==> config.mk <==
export PLATFORM = sky130hd
export DESIGN_NAME = exu_gpr_wr_arb
export DESIGN_NICKNAME = d
export VERILOG_FILES = /design/src/rtl/exu_gpr_wr_arb.sv
export SDC_FILE = /design/constraint.sdc
export NUM_CORES = 1
export LEC_CHECK = 0
export CELL_PAD_IN_SITES_DETAIL_PLACEMENT = 1
export CELL_PAD_IN_SITES_GLOBAL_PLACEMENT = 1
export CORE_UTILIZATION = 44
export DETAILED_ROUTE_END_ITERATION = 6
export HOLD_SLACK_MARGIN = 0.12
export PLACE_DENSITY_LB_ADDON = 0.1
export SLEW_MARGIN = 10
export SYNTH_ARGS = -nofsm -noshare
export SYNTH_HDL_FRONTEND = slang
export SYNTH_SLANG_ARGS = --single-unit
==> constraint.sdc <==
create_clock -name clk -period 3 [get_ports clk]
set_clock_uncertainty 0.15 [all_clocks]
set_input_delay 0.75 -clock clk [delete_from_list [all_inputs] [get_ports clk]]
set_output_delay 0.75 -clock clk [all_outputs]
set_load 0.005 [all_outputs]
==> src/rtl/exu_gpr_wr_arb.sv <==
// GPR write-back arbiter: merges ALU results with a small FIFO of load returns
// into a single registered GPR write port, with a pending-write query for hazard checks.
module exu_gpr_wr_arb #(
  parameter int unsigned XLEN     = 32,
  parameter int unsigned AW       = 5,
  parameter int unsigned LQ_DEPTH = 2,
  localparam int unsigned CW      = $clog2(LQ_DEPTH + 1),
  localparam int unsigned PW      = $clog2(LQ_DEPTH)
) (
  input  logic            clk,
  input  logic            rst_n,
  input  logic            alu_vld,
  output logic            alu_rdy,
  input  logic [AW-1:0]   alu_addr,
  input  logic [XLEN-1:0] alu_data,
  input  logic            lsu_vld,
  input  logic [AW-1:0]   lsu_addr,
  input  logic [XLEN-1:0] lsu_data,
  output logic            gpr_wen,
  output logic [AW-1:0]   gpr_waddr,
  output logic [XLEN-1:0] gpr_wdata,
  input  logic [AW-1:0]   qry_addr,
  output logic            qry_busy,
  output logic [CW-1:0]   lq_cnt
);

  logic [AW-1:0]   lq_addr_q [LQ_DEPTH];
  logic [XLEN-1:0] lq_data_q [LQ_DEPTH];
  logic [LQ_DEPTH-1:0] lq_vld_q;
  logic [PW-1:0]   wr_ptr_q, rd_ptr_q;
  logic [CW-1:0]   cnt_q, cnt_d;

  logic            lq_full, lq_empty, push, pop, alu_go, xfer;
  logic [AW-1:0]   win_addr;
  logic [XLEN-1:0] win_data;

  function automatic logic [PW-1:0] ptr_inc(input logic [PW-1:0] p);
    return (p == PW'(LQ_DEPTH - 1)) ? '0 : p + PW'(1);
  endfunction

  always_comb begin
    lq_full  = (cnt_q == CW'(LQ_DEPTH));
    lq_empty = (cnt_q == '0);
    alu_rdy  = !lq_full;
    push     = lsu_vld && (lsu_addr != '0);
    // A full queue must drain so that a same-cycle load return can never overflow it.
    pop      = lq_full || (!alu_vld && !lq_empty);
    alu_go   = alu_vld && !lq_full;
    xfer     = pop || alu_go;
    win_addr = pop ? lq_addr_q[rd_ptr_q] : alu_addr;
    win_data = pop ? lq_data_q[rd_ptr_q] : alu_data;
    unique case ({push, pop})
      2'b10:   cnt_d = cnt_q + CW'(1);
      2'b01:   cnt_d = cnt_q - CW'(1);
      default: cnt_d = cnt_q;
    endcase
  end

  always_comb begin
    qry_busy = 1'b0;
    if (qry_addr != '0) begin
      for (int i = 0; i < LQ_DEPTH; i++) begin
        if (lq_vld_q[i] && (lq_addr_q[i] == qry_addr)) qry_busy = 1'b1;
      end
      if (gpr_wen && (gpr_waddr == qry_addr)) qry_busy = 1'b1;
    end
  end

  assign lq_cnt = cnt_q;

  always_ff @(posedge clk or negedge rst_n) begin
    if (!rst_n) begin
      for (int i = 0; i < LQ_DEPTH; i++) begin
        lq_addr_q[i] <= '0;
        lq_data_q[i] <= '0;
      end
      lq_vld_q  <= '0;
      wr_ptr_q  <= '0;
      rd_ptr_q  <= '0;
      cnt_q     <= '0;
      gpr_wen   <= 1'b0;
      gpr_waddr <= '0;
      gpr_wdata <= '0;
    end else begin
      if (pop) begin
        lq_vld_q[rd_ptr_q] <= 1'b0;
        rd_ptr_q           <= ptr_inc(rd_ptr_q);
      end
      // Push after pop: when full both pointers alias and the new entry must stay valid.
      if (push) begin
        lq_addr_q[wr_ptr_q] <= lsu_addr;
        lq_data_q[wr_ptr_q] <= lsu_data;
        lq_vld_q[wr_ptr_q]  <= 1'b1;
        wr_ptr_q            <= ptr_inc(wr_ptr_q);
      end
      cnt_q <= cnt_d;
      if (xfer) begin
        gpr_wen   <= (win_addr != '0);
        gpr_waddr <= win_addr;
        gpr_wdata <= win_data;
      end else begin
        gpr_wen <= 1'b0;
      end
    end
  end

endmodule
==> results.json <==
{
  "worst_pin_slew_ns": 0.4892,
  "fmax_ghz": 0.3424,
  "antenna_found_initial": 0,
  "power_switching_mw": 2.364,
  "pwr-share-clk_pct": 25.8,
  "clk_pin_slew_worst_paths_ns": 0.05,
  "cp-end-kind": "primary output",
  "wl_per_cell_microns": 20.64,
  "layout.area.seq_sq_um": 2955,
  "firstDrtPassIters": 4,
  "drtAntennaViolNets": 0,
  "syn-instance-count": 426,
  "synth_most_common_cell": "dfrtp_1",
  "avgViaCountPerCell": 5.469,
  "route.met3.wl_microns": 629,
  "power.internal_mw": 5.024,
  "fin_crit_ns": 2.920,
  "placementRows": 40,
  "p_comb_share_pct": 38.8,
  "n_fill_cell": 1248,
  "coreArea_sq_um": 12210,
  "synth_fp_nets": 510,
  "grt_max_degree": 52,
  "ys_warn_count": 0,
  "period_share_pct": 97.35,
  "synth_cell_types": 33,
  "die_y_microns": 114.9,
  "num_vias": 4036,
  "wl_met1_microns": 6646,
  "drt_wl_total_microns": 15230,
  "antenna_cells": 0,
  "gp_congestion": 0.7918,
  "fin_tns_setup_ns": 0,
  "clock-sinks": 118,
  "rsz0062_at_grt": "false",
  "start_util_pct": 45.89,
  "netlist_area_sq_um": 5604,
  "top_layer": "met4",
  "nets": 642,
  "hold_viol": 0,
  "p_leak_nw": 3.253,
  "die_w_microns": 114.9,
  "status": "complete, no violations",
  "dp_hpwl_microns": 10260,
  "vdd_drop_max_mv": 0.4872,
  "areaGrowthSynthToFinish_pct": 36.73,
  "crit_path_start_kind": "input port",
  "met2RoutedLength_microns": 7666,
  "crit_required_ns": 2.10,
  "cts_buffers": 17,
  "synth-async-reset-ratio_pct": 100.0,
  "p_sw_share_pct": 32.00,
  "drive_gt1_share_pct": 29.30,
  "synth_seq_cells": 118,
  "grt_pass1_vias": 4696,
  "cts_buffer_depth": 2,
  "ys_seq_area_share_pct": 52.69,
  "io_pins": 125,
  "fin_area_sq_um": 7662,
  "finalSetupViolCount": 0,
  "post_cts.repair.setup_buffers": 0,
  "portBuffers": 124,
  "h-tree-depth": 4,
  "multiInputGateArea_sq_um": 2446,
  "cap_violations": 0,
  "fp.dieArea_sq_um": 13190,
  "slew_violations": 0,
  "grt_pass1_wl_microns": 24850,
  "avgSynthCellArea_sq_um": 13.16,
  "synthTopCellsByCount": "118 x dfrtp_1, 82 x mux2_2, 64 x a22oi_1, 40 x o21ai_0, 27 x mux2_4",
  "dominantRegCellSynth": "dfrtp_1",
  "hp-class": "flop to flop",
  "overflow": 0,
  "drcViolationCount": 0,
  "crit_arrival_ns": 2.02,
  "grtUsageTotal_pct": 25.11,
  "synth_top_cell_area_share_pct": 52.69,
  "synth_edf_count": 0,
  "cts_tree": "built",
  "critical_path_peak_fanout": 4,
  "power_density_nw_per_um2": 964.1,
  "clockRootBuffer": "clkbuf_16",
  "place_area_sq_um": 7097,
  "yosysTopAreaCell": "dfrtp_1",
  "clk-insertion-delay-late_ns": 0.41,
  "synthTopCellsByArea": "dfrtp_1 53%, mux2_2 16%, a22oi_1 8.6%",
  "drtIter0Drc": 171,
  "critPathKind": "input port to primary output",
  "seq_power_share_pct": 35.4,
  "slew_headroom_pct": 67.31
}
power groups by stage:
stage                     clock, mW  sequential, mW  combinational (mW)
after global routing           2.01            2.69                3.12
after CTS                      1.95            2.62                2.90
final                          1.91            2.61                2.87
after global placement            0            2.58                2.75
after floorplan                   0            2.47                1.70
after detailed placement          0            2.63                2.86
worst paths after layout:
check	start	depth (start not counted)	to	slack, ns
worst max-delay path	qry_addr[2]	7	qry_busy	0.08
worst min-delay path	lq_data_q[9]	1	lq_data_q[9]	0.35
worst max register to register	lq_cnt[0]	5	gpr_wdata[26]	0.80
worst min register to register	lq_data_q[9]	1	lq_data_q[9]	0.35
max in group asynchronous	rst_n	3	lq_data_q[46]	1.36
min in group asynchronous	rst_n	2	lq_data_q[58]	0.61
sequential cells by signal, indices dropped and copies added, names as in the netlist:
| signal | flops |
|---|---|
| gpr_waddr | 5 |
| gpr_wdata | 32 |
| gpr_wen | 1 |
| lq_addr_q | 10 |
| lq_cnt | 2 |
| lq_data_q | 64 |
| lq_vld_q | 2 |
| rd_ptr_q | 1 |
| wr_ptr_q | 1 |
timing repair:
| action | 4_1_cts | 5_1_grt |
|---|---|---|
| endpoints found under the hold margin | 15 | 0 |
| endpoints found under the setup margin | 1 | 0 |
| hold buffers | 1 | 0 |
| gates resized for setup | 13 | 0 |
placed cells by master (no fill, tap or decap), types with 2 or more instances in the layout:
cell type,count
dfrtp_1,116
a31oi_1,2
nor2_1,2
clkinv_2,2
clkbuf_8,5
xnor2_1,5
a22oi_1,64
xor2_1,14
clkdlybuf4s50_1,117
clkbuf_1,6
and3_1,2
mux2_4,27
nand2_1,13
mux2_2,82
buf_4,14
clkbuf_16,17
dlygate4sd2_1,3
buf_12,7
nor4_1,2
dfrtp_2,2
mux2i_1,5
inv_1,3
o21ai_0,40
logic make-up (layout without fill, tap and decap cells):
| group | count (synthesis) | count (layout) | synth area share, % |
|---|---|---|---|
| XOR/XNOR | 19 | 19 | 2.969 |
| multiplexers | 114 | 114 | 24.60 |
| adder cells (fa/ha/maj) | 1 | 1 | 0.2232 |
| AND/OR/NAND/NOR | 29 | 29 | 2.635 |
| buffers and inverters | 36 | 180 | 4.041 |
| flip-flops | 118 | 118 | 52.69 |
| AO/OA/AOI/OAI | 109 | 109 | 12.84 |
cell type report:
class	count	area share, %
Clock inverter	3	0.5225
Clock buffer	28	6.744
Multi-Input combinational cell	272	31.92
Timing Repair Buffer	145	19.30
Tap cell	168	2.743
Inverter	4	0.1960
Sequential cell	118	38.57
metal layers:
layer,vias up,GRT usage (%)
met5,-,0
met4,0,9.870
met3,26,5.904
met2,103,43.78
met1,2067,30.04
li1,1840,-
through the flow:
| step | util [%] | hold WS, ns | power, mW | instances | setup slack, ns |
|---|---|---|---|---|---|
| 2_1_floorplan | - | 0.2938 | 4.171 | 426 | 0.5888 |
| 3_3_place_gp | 58.11 | 0.3314 | 5.329 | 706 | -0.4473 |
| 3_5_place_dp | 58.11 | 0.3388 | 5.486 | 706 | -0.7169 |
| 4_1_cts | 62.75 | 0.3527 | 7.462 | 738 | 0.07081 |
| 5_1_grt | 62.75 | 0.3685 | 7.825 | 738 | 0.03769 |
| 6_report | 62.75 | 0.3495 | 7.387 | 738 | 0.07964 |
worst max-delay path, stage by stage:
cell             delay [ns]
clkdlybuf4s15_2        0.23
xor2_1                 0.18
nor4_2                 0.31
and3_1                 0.21
a31oi_1                0.06
a21oi_1                0.15
buf_2                  0.13
(Power assumes the default switching activity.)
